==> config.mk <==
export PLATFORM = sky130hd
export DESIGN_NAME = isqrt_responder
export DESIGN_NICKNAME = d
export VERILOG_FILES = /design/src/rtl/isqrt_pkg.sv /design/src/rtl/isqrt_step.sv /design/src/rtl/isqrt_responder.sv
export SDC_FILE = /design/constraint.sdc
export NUM_CORES = 1
export LEC_CHECK = 0
export ABC_AREA = 1
export CELL_PAD_IN_SITES_DETAIL_PLACEMENT = 1
export CELL_PAD_IN_SITES_GLOBAL_PLACEMENT = 1
export CORE_ASPECT_RATIO = 2
export CORE_MARGIN = 2
export CORE_UTILIZATION = 40
export CTS_BUF_LIST = sky130_fd_sc_hd__clkbuf_8
export DETAILED_ROUTE_END_ITERATION = 8
export GPL_TIMING_DRIVEN = 0
export PLACE_DENSITY_LB_ADDON = 0.1
export SYNTH_ARGS = -nofsm -noshare
export SYNTH_HDL_FRONTEND = slang
export SYNTH_SLANG_ARGS = --single-unit
==> constraint.sdc <==
create_clock -name clk -period 1.72 [get_ports clk]
set_input_delay 0.344 -clock clk [delete_from_list [all_inputs] [get_ports clk]]
set_output_delay 0.344 -clock clk [all_outputs]
set_load 0.05 [all_outputs]
==> src/rtl/isqrt_pkg.sv <==
// Shared types and width constants for the
// sequential integer square-root responder.
package isqrt_pkg;

  typedef enum logic [1:0] {
    IDLE = 2'd0,
    CALC = 2'd1,
    DONE = 2'd2
  } isqrt_state_t;

  localparam int ISQRT_W = 8;
  localparam int ROOT_W  = ISQRT_W / 2;
  localparam int REM_W   = ROOT_W + 1;

endpackage

==> src/rtl/isqrt_step.sv <==
// One digit-by-digit restoring square-root iteration:
// brings in two operand bits and resolves one root bit.
module isqrt_step #(
  parameter int WIDTH = 8
) (
  input  logic [WIDTH/2+1:0] wrem_i,
  input  logic [WIDTH/2-1:0] wroot_i,
  input  logic [1:0]         bits_i,
  output logic [WIDTH/2+1:0] wrem_o,
  output logic [WIDTH/2-1:0] wroot_o
);

  localparam int RW = WIDTH / 2;
  localparam int WR = RW + 2;

  logic [WR+1:0] shifted;
  logic [WR+1:0] sub;
  logic [WR-1:0] diff;
  logic          ge;

  always_comb begin
    shifted = {wrem_i, bits_i};
    sub     = {2'b00, wroot_i, 2'b01};
    // wide compare stands in for the trial sign bit
    ge      = (shifted >= sub);
    diff    = shifted[WR-1:0] - sub[WR-1:0];
    wrem_o  = ge ? diff : shifted[WR-1:0];
    wroot_o = (wroot_i << 1) | RW'(ge);
  end

endmodule

==> src/rtl/isqrt_responder.sv <==
// Start/valid responder computing floor(sqrt(a)) and
// remainder, one root bit per cycle.
module isqrt_responder
  import isqrt_pkg::*;
#(
  parameter int WIDTH = ISQRT_W
) (
  input  logic               clk,
  input  logic               reset,
  input  logic               start,
  input  logic [WIDTH-1:0]   a,
  output logic               valid,
  output logic               busy,
  output logic [WIDTH/2-1:0] root,
  output logic [WIDTH/2:0]   rem
);

  localparam int RW    = WIDTH / 2;
  localparam int WR    = RW + 2;
  localparam int CNT_W = $clog2(RW) + 1;
  localparam logic [CNT_W-1:0] CNT_LOAD = CNT_W'(RW - 1);

  isqrt_state_t     state_q, state_d;
  logic [WIDTH-1:0] opnd_q, opnd_d;
  logic [WR-1:0]    wrem_q, wrem_d;
  logic [RW-1:0]    wroot_q, wroot_d;
  logic [CNT_W-1:0] cnt_q, cnt_d;
  logic [RW-1:0]    root_q, root_d;
  logic [RW:0]      rem_q, rem_d;
  logic             valid_q, valid_d;
  logic             busy_q, busy_d;

  logic [WR-1:0]    step_rem;
  logic [RW-1:0]    step_root;

  isqrt_step #(.WIDTH(WIDTH)) u_step (
    .wrem_i  (wrem_q),
    .wroot_i (wroot_q),
    .bits_i  (opnd_q[WIDTH-1:WIDTH-2]),
    .wrem_o  (step_rem),
    .wroot_o (step_root)
  );

  always_comb begin
    state_d = state_q;
    opnd_d  = opnd_q;
    wrem_d  = wrem_q;
    wroot_d = wroot_q;
    cnt_d   = cnt_q;
    root_d  = root_q;
    rem_d   = rem_q;
    valid_d = valid_q;
    busy_d  = busy_q;
    // a new request always wins, even mid-iteration
    if (start) begin
      state_d = CALC;
      opnd_d  = a;
      wrem_d  = '0;
      wroot_d = '0;
      cnt_d   = CNT_LOAD;
      busy_d  = 1'b1;
      valid_d = 1'b0;
    end else begin
      unique case (state_q)
        CALC: begin
          wrem_d  = step_rem;
          wroot_d = step_root;
          opnd_d  = opnd_q << 2;
          cnt_d   = cnt_q - CNT_W'(1);
          if (cnt_q == '0) begin
            state_d = DONE;
            cnt_d   = cnt_q;
            root_d  = step_root;
            rem_d   = step_rem[RW:0];
            valid_d = 1'b1;
            busy_d  = 1'b0;
          end
        end
        default: ;
      endcase
    end
  end

  always_ff @(posedge clk) begin
    if (reset) begin
      state_q <= IDLE;
      opnd_q  <= '0;
      wrem_q  <= '0;
      wroot_q <= '0;
      cnt_q   <= '0;
      root_q  <= '0;
      rem_q   <= '0;
      valid_q <= 1'b0;
      busy_q  <= 1'b0;
    end else begin
      state_q <= state_d;
      opnd_q  <= opnd_d;
      wrem_q  <= wrem_d;
      wroot_q <= wroot_d;
      cnt_q   <= cnt_d;
      root_q  <= root_d;
      rem_q   <= rem_d;
      valid_q <= valid_d;
      busy_q  <= busy_d;
    end
  end

  assign valid = valid_q;
  assign busy  = busy_q;
  assign root  = root_q;
  assign rem   = rem_q;

endmodule
# == Word level (Yosys, flattened, before mapping) ==
# Index checks and enable logic that the tools add are counted.
# classes
muxes,12
bitwise,3
shifts,0
n_eq_ne,2
order_cmp,1
n_div,0
addsub,2
reduce_logical,9
n_mul,0
# op_table
operator,n
$mux W8,2
$ge A8 B6 Y1,1
$reduce_and A2 Y1,4
$mux W1,6
$mux W2,3
$mux W6,1
$sub A6 B6 Y6,1
$or A4 B1 Y4,1
$reduce_bool A2 Y1,2
$logic_not A3 Y1,1
$reduce_and A3 Y1,1
$sub A3 B1 Y3 const B,1
$eq A2 B1 Y1 const B,1
$ne A2 B2 Y1 const B,1
$not A1 Y1,2
$reduce_or A2 Y1,1
# word_totals
input_bits,11
n_memories,0
mem_bits_ro,0
mem_bits_rw,0
wordCells,39
regBits,33
latch_bits,0
out_inout_bits,11

# == Depth between registers and ports, before layout ==
# Gate-level depths: netlist (run 1).
# depth
ltp_word,4
ltp_mapped,12
ltp_nobuf,11

# == Hierarchy ==
# From an unflattened synthesis (run 1), not the netlist that was laid out.
# unflattened
hier_cells,249
area_unflattened_um2,1875.5
# by_module_without_submodules
module,seq_area_each_um2,instances,cells_per_inst,area_per_inst_um2
isqrt_responder,640.6,1,181,1437.6
isqrt_step,0.0,1,68,437.9

# == Worst setup path before layout (run 1) ==
# OpenSTA, ideal clock, no wires.
# synth_path
kind,flip-flop to flip-flop
start,register wroot_q[1]
end,register wrem_q[3]
stages_incl_launch_ff,12
path_buffers,1
period_less_slack_ns,1.581
required_time_ns,1.611
setup_slack_ns,0.139
arrival_ns,1.472
path_cell_list,dfxtp_1 -> inv_1 -> ha_1 -> a21oi_1 -> nand3_1 -> nand2_1 -> nand2_2 -> buf_6 -> nand2_2 -> o211ai_1 -> nand2_1 -> inv_1
# synth_via
elab_chain_len,2
word_cells_on_any_way,3
cone_classes,add/sub: 1; order compare: 1; mux: 1
# synth_lines
element,line,source
start: declaration,isqrt_responder.sv:26,"logic [RW-1:0] wroot_q, wroot_d;"
start signal: assignment,isqrt_responder.sv:99,wroot_q <= wroot_d;
$ge A8 B6 Y1 or $sub A6 B6 Y6 (tied branches),"isqrt_step.sv:25, isqrt_step.sv:26",
$mux W6 *,isqrt_step.sv:27,wrem_o = ge ? diff : shifted[WR-1:0];
end signal: assignment,isqrt_responder.sv:98,wrem_q <= wrem_d;
end: declaration,isqrt_responder.sv:25,"logic [WR-1:0] wrem_q, wrem_d;"
# Every way passes the cells marked *; elsewhere a longest branch is shown, timed or not.
# A chain may end at the register's enable or synchronous reset.

# == Final worst setup path (run 1) ==
# Same ends and word-level chain as after synthesis.

==> results of run 1 <==
synth_stat cells:
library cell / count
xor2_1: 3
a21oi_1: 14
nand4_1: 1
clkbuf_1: 4
xnor2_1: 1
dfxtp_1: 32
inv_1: 40
o211ai_1: 4
a211oi_1: 3
ha_1: 8
a31oi_1: 9
nor2_2: 2
nor2_1: 21
buf_2: 1
nand3_1: 14
nor3_4: 1
o21ai_2: 1
o21ai_1: 2
buf_6: 2
inv_2: 1
a31o_2: 1
or2_4: 1
nand2_2: 4
o21ai_0: 12
nand2_1: 43
worst max-delay path by stage:
stage / from / endpoint / slack [ns] / cells past startpoint
after global placement: start / wrem_q[0]$_SDFFE_PP0P_ / -0.32 / 7
after global routing: wroot_q[1]$_SDFFE_PP0P_ / rem[4]$_SDFFE_PP0P_ / -0.05 / 10
after CTS: wroot_q[1]$_SDFFE_PP0P_ / wrem_q[3]$_SDFFE_PP0P_ / -0.03 / 11
after detailed placement: start / wrem_q[0]$_SDFFE_PP0P_ / -0.31 / 7
final: wroot_q[1]$_SDFFE_PP0P_ / wrem_q[3]$_SDFFE_PP0P_ / 0.04 / 11
after floorplan: wroot_q[1]$_SDFFE_PP0P_ / wrem_q[3]$_SDFFE_PP0P_ / 0.14 / 11
worst reg2reg max path, cell delays in order (launching register included):
cell,delay [ns]
dfxtp_2,0.33
inv_2,0.05
ha_4,0.24
a21oi_4,0.18
nand3_2,0.10
nand2_2,0.11
nand2_4,0.11
buf_8,0.16
nand2_2,0.08
o211ai_1,0.11
nand2_1,0.09
inv_1,0.03
cells by family after synthesis:
group | synth area share
simple gates | 0.2343
buf+inv | 0.1214
compound gates | 0.1647
flops | 0.3960
fa+ha+maj | 0.06187
xor+xnor | 0.02166
flip-flops by register name, summed over array words and instances, names as in the netlist:
signal and count:
opnd_q 8, valid 1, root 4, state_q 1, cnt_q 3, rem 5, wroot_q 4, wrem_q 6
routing by layer:
metal | GRT usage | wire length, µm | up-vias
li1 | - | - | 773
met2 | 0.4463 | 2658 | 27
met4 | 0.1024 | 174 | 0
met3 | 0.05096 | 132 | 14
met5 | 0 | 0 | -
met1 | 0.1982 | 1633 | 718
placed cells by master, fill, tap and decap left out, drive strengths merged:
cell,Yosys,final
o211ai,4,4
nand2,47,47
clkbuf,4,10
ha,8,8
buf,3,4
a21oi,14,14
clkinv,0,1
nor2,23,23
xnor2,1,1
clkinvlp,0,1
inv,41,41
dfxtp,32,32
dlygate4sd2,0,11
nand3,14,14
nor3,1,1
a31o,1,1
a211oi,3,3
o21ai,15,15
nand4,1,1
clkdlybuf4s50,0,9
or2,1,1
xor2,3,3
a31oi,9,9
per-stage QoR:
stage                      TNS, ns  instances
after floorplan                  0        225
after global placement      -3.646        296
after detailed placement    -3.862        296
after CTS                 -0.02559        303
after global routing       -0.1579        305
final                            0        305
power by group through the flow:
stage                     combinational, µW  clock (µW)  sequential, µW
after floorplan                         321           0             887
after global placement                  523           0             832
after detailed placement                532           0             834
after CTS                               545         582             818
after global routing                    678         617             826
final                                   618         572             821
area by class of cell:
cell class	count	area, µm²	share of cell area
Multi-Input combinational cell	145	869.6	0.4172
Sequential cell	32	649.4	0.3115
Timing Repair Buffer	22	219.0	0.1050
Inverter	41	153.9	0.07383
Clock buffer	5	68.82	0.03301
Tap cell	51	63.81	0.03061
Buffer	7	47.55	0.02281
Clock inverter	2	12.51	0.006002
repair_timing:
| item | in CTS | in global routing |
|---|---|---|
| endpoints found under the hold margin | 0 | 0 |
| gates resized for setup | 19 | 21 |
| endpoints found under the setup margin | 24 | 16 |
| cloned | 0 | 1 |
| pin swaps | 2 | 7 |
| buffers inserted | 0 | 1 |
==> reports/qor.csv, run 1 <==
metric,value,unit
status,finished clean,
Worst Tran Pin Value,0.5463,ns
vias,1532,
DR vias/cell,5.023,
"IR drop worst, VDD",519.8,µV
H-tree levels,2,
Sw Share,0.3525,
CP peak stage delay,0.33,ns
worst skew pair latency,0.30,ns
Crit path max-delay family,simple AND/OR/NAND/NOR gates,
"Reg clk slew, reported paths",0.08,ns
Clock Tree Root,clkbuf_8,
crit path buf inv count,3,
Global Route Usage Sum,0.2213,
register area share after synthesis,0.3960,
synthesized area,1618,µm²
CP Cell Sequence,inv_2 -> ha_4 -> a21oi_4 -> nand3_2 -> nand2_2 -> nand2_4 -> buf_8 -> nand2_2 -> o211ai_1 -> nand2_1 -> inv_1,
Placed Area,1882,µm²
"final std cell area, no fill",2085,µm²
crit path capture type,flip-flop,
die extent in y,93.94,µm
Post-Synthesis Cells,225,
initial core utilization,0.4166,
Overflow after GRT,0,
Antenna Nets Post-Route,0,
Ports,22,
fill count,509,
Critical Path AT,1.88,ns
Area Overhead vs Synth,28.85,%
clock network power share,0.285,
power per cell area,964.9,nW/µm²
CTS Buf Count,5,
number of max-cap violations,0,
final setup margin,0.04339,ns
Psw,709.1,µW
core area,3884,µm²
Hold Buf Count CTS,0,
initial antenna violation count,0,
minimum clock period,1.677,ns
CP Class,reg -> reg,
syn_nets,244,
# clock sinks,32,
die area,4600,µm²
Internal Power,1302,µW
Max Fclk,596.4,MHz
R2R setup slack,0.04,ns
IO buf count,20,
reg-to-reg startpoint,wroot_q[1]$_SDFFE_PP0P_,
Yosys reg bits,32,
Final Util,0.5367,
DR iter-0 viols,23,
drc violations,0,
Syn. warnings,0,
synth top area cells,"dfxtp_1 (40%), nand2_1 (10%), inv_1 (9.3%)",
Synth area leader,dfxtp_1,
Final Wtd Congestion,0.8026,
hpwl dp,3185,µm
fin crit share,0.9748,
final setup vio count,0,
Antenna diodes,0,
largest fanout on the critical path,6,
Total Power,2011,µW
Max-slew headroom,0.6358,
HP Class,reg -> reg,
Worst path slowest cell,dfxtp_2,
DP Worst Slack,-0.3119,ns
number of global-route vias before repair,1664,
RSZ-0062 raised after global routing,yes,
Site Rows,32,
hold path depth,1,
r2r endpoint,wrem_q[3]$_SDFFE_PP0P_,
Synth cell types,25,
nature of the critical path startpoint,flip-flop,
FF-to-FF path depth,11,
Fin Hold WS,0.4690,ns
post-synth top area share,0.3960,
final hold vios,0,
Reg power frac,0.408,
first drt pass iteration count,3,
first-pass GRT wire length,7548,µm
CTS Buffer Depth,2,
Leakage,0.0009911,µW
largest net degree at the start of global routing,11,
Combinational Power Share,0.307,
CTS tree,yes,
layout cell share with drive strength beyond 1,0.1772,
# nets final,273,
Worst EP required,1.93,ns
Die W,48.97,µm
Worst Skew,0.01087,ns
Mapped Avg Cell Area,7.190,µm²
worst-case hold path end point,cnt_q[0]$_SDFFE_PP0P_,
total wire length,4598,µm
wire per inst,15.08,µm
cell repeated most along the worst path,nand2_2,
min-delay src,cnt_q[0]$_SDFFE_PP0P_,
max-slew violations,0,
Power figures use the tool's default switching activity.
==> run 2, diff against run 1 <==
CORE_UTILIZATION = 30   (was 40)
HOLD_SLACK_MARGIN = 0.03   (was default)
==> run 2 against run 1 <==
Effect of this change: combinational power is 4.9% lower; cell area up 1.0%; hold slack got worse by 0.0041 ns; wire length down 3.8%; sequential share of layout area fell by 0.26 points; sequential power barely moved; worst setup slack improved by 0.028 ns; clock-buffer cell count is 1 higher; via count is 0.98% higher; register-to-register slack better by 0.03 ns; final cell count is 3.0% higher; largest cell class unchanged; largest power group unchanged; highest routed layer unchanged.
==> reports/qor.csv, run 2 (synthesis gave the netlist of run 1 again) <==
metric,value,unit,change
CTS Buf Count,5,,unchanged
vias,1547,,+0.98%
final hold vios,0,,unchanged
"final std cell area, no fill",2106,µm²,+1.0%
IO buf count,20,,unchanged
number of max-cap violations,0,,unchanged
total wire length,4423,µm,-3.8%
initial core utilization,0.3120,,-0.1045
Die W,55.93,µm,+14%
first-pass GRT wire length,7369,µm,-2.4%
final setup vio count,0,,unchanged
crit path capture type,flip-flop,,
crit path buf inv count,2,,-1
first drt pass iteration count,4,,+1
Antenna Nets Post-Route,0,,unchanged
CP Cell Sequence,ha_4 -> a21oi_4 -> nand3_2 -> nand2_2 -> nand2_4 -> buf_6 -> o211ai_1 -> nand2_1 -> inv_1,,
"Reg clk slew, reported paths",0.07,ns,about the same
CTS Buffer Depth,2,,unchanged
max reg flops,8,,unchanged
# clock sinks,32,,unchanged
"most common cell after layout, fill and taps aside",nand2_1,,
Clock Tree Root,clkbuf_8,,
die extent in y,107.9,µm,+15%
H-tree levels,2,,unchanged
Top reg by flops,opnd_q,,
"IR drop worst, VDD",669.8,µV,+29%
Final Util,0.4061,,-0.1306
largest net degree at the start of global routing,11,,unchanged
RSZ-0062 raised after global routing,yes,,
Psw,699.5,µW,-1.3%
DR vias/cell,4.927,,-1.9%
largest fanout on the critical path,6,,unchanged
Crit path max-delay family,flip-flops,,
drc violations,0,,unchanged
# nets final,274,,+0.37%
final setup margin,0.07119,ns,+0.02780 ns
Combinational Power Share,0.289,,-0.018
DR iter-0 viols,21,,-8.7%
Max Fclk,606.5,MHz,+1.7%
Overflow after GRT,0,,unchanged
Fin Hold WS,0.4649,ns,-0.004138 ns
power per cell area,965.4,nW/µm²,about the same
clock network power share,0.308,,+0.023
initial antenna violation count,0,,unchanged
die area,6032,µm²,+31%
"commonest cells after routing, fill and taps aside","nand2_1 (41), inv_1 (34), dfxtp_1 (26)",,
core area,5185,µm²,+34%
Site Rows,37,,+16%
Max-slew headroom,0.6152,,-0.02063
Final Wtd Congestion,0.8085,,+0.74%
status,finished clean,,
CTS tree,yes,,
Reg power frac,0.403,,-0.005
Worst EP required,1.95,ns,+0.02 ns
nature of the critical path startpoint,flip-flop,,
wire per inst,14.09,µm,-6.6%
Worst path slowest cell,dfxtp_1,,
Hold Buf Count CTS,0,,unchanged
number of global-route vias before repair,1582,,-4.9%
CP peak stage delay,0.40,ns,+0.07 ns
Ports,22,,unchanged
setup TNS,0,ns,unchanged
DP Worst Slack,-0.3804,ns,-0.06849 ns
Placed Area,1891,µm²,+0.47%
fin crit share,0.9586,,-0.01616
HP Class,reg -> reg,,
max-slew violations,0,,unchanged
worst skew pair latency,0.29,ns,about the same
minimum clock period,1.649,ns,-0.02780 ns
Global Route Usage Sum,0.1601,,-0.06117
CP Class,reg -> reg,,
layout cell share with drive strength beyond 1,0.1992,,+0.02205
Worst Tran Pin Value,0.5772,ns,+0.03094 ns
Leakage,0.001001,µW,+0.97%
Area Overhead vs Synth,30.16,%,
Internal Power,1333,µW,+2.4%
Sw Share,0.3441,,-0.008471
Antenna diodes,0,,unchanged
hpwl dp,3327,µm,+4.4%
Critical Path AT,1.88,ns,about the same
Worst Skew,0.006014,ns,-0.004859 ns
## run 2: tightest hold or removal path: cells and delay by family, from the launching register on
family / cells / cell delay (ns)
DFF: 1 / 0.31
and+or+nand+nor: 1 / 0.06
AOI/OAI and AO/OA: 1 / 0.05
## run 2: area by class of cell
cell class              instances  area [µm²]
fillers                       658        3079
multi-input cells             145       879.6
flip-flops and latches         32       650.6
repair buffers                 23       209.0
inverters                      41       153.9
clock buffers                   6       82.58
well taps                      58       72.57
plain buffers                   7       47.55
clock inverters                 2       10.01
## run 2: worst paths after layout
| check | startpoint | end | slack [ns] | depth (start not counted) |
|---|---|---|---|---|
| worst min register to register | opnd_q[0]$_SDFFE_PP0P_ | opnd_q[0]$_SDFFE_PP0P_ | 0.46 | 2 |
| worst min-delay path | opnd_q[0]$_SDFFE_PP0P_ | opnd_q[0]$_SDFFE_PP0P_ | 0.46 | 2 |
| worst max register to register | wrem_q[1]$_SDFFE_PP0P_ | wrem_q[3]$_SDFFE_PP0P_ | 0.07 | 9 |
| worst max-delay path | wrem_q[1]$_SDFFE_PP0P_ | wrem_q[3]$_SDFFE_PP0P_ | 0.07 | 9 |
## run 2: power groups by stage
stage | Combinational (µW) | Sequential, µW | Clock [µW]
3_3_place_gp | 531 | 832 | 0
2_1_floorplan | 321 | 887 | 0
4_1_cts | 567 | 818 | 645
6_report | 588 | 820 | 625
3_5_place_dp | 535 | 834 | 0
5_1_grt | 655 | 827 | 673
## run 2: metrics by stage
step                      power, µW  instances
final                          2033        314
after global placement         1363        303
after global routing           2154        314
after CTS                      2030        312
after floorplan                1208        225
after detailed placement       1369        303
## run 2: repair_timing
action / CTS / global route
gates resized for setup: 22 / 21
setup endpoints to repair: 27 / 16
pin swaps: 1 / 8
buffers inserted: 0 / 2
gates cloned: 1 / 0
## run 2: layer usage
layer,vias up,share of wire,track usage
met5,-,0,0
met4,0,0.021,0.07483
met3,7,0.022,0.02524
met2,22,0.57,0.3197
met1,736,0.38,0.1537
li1,782,-,-
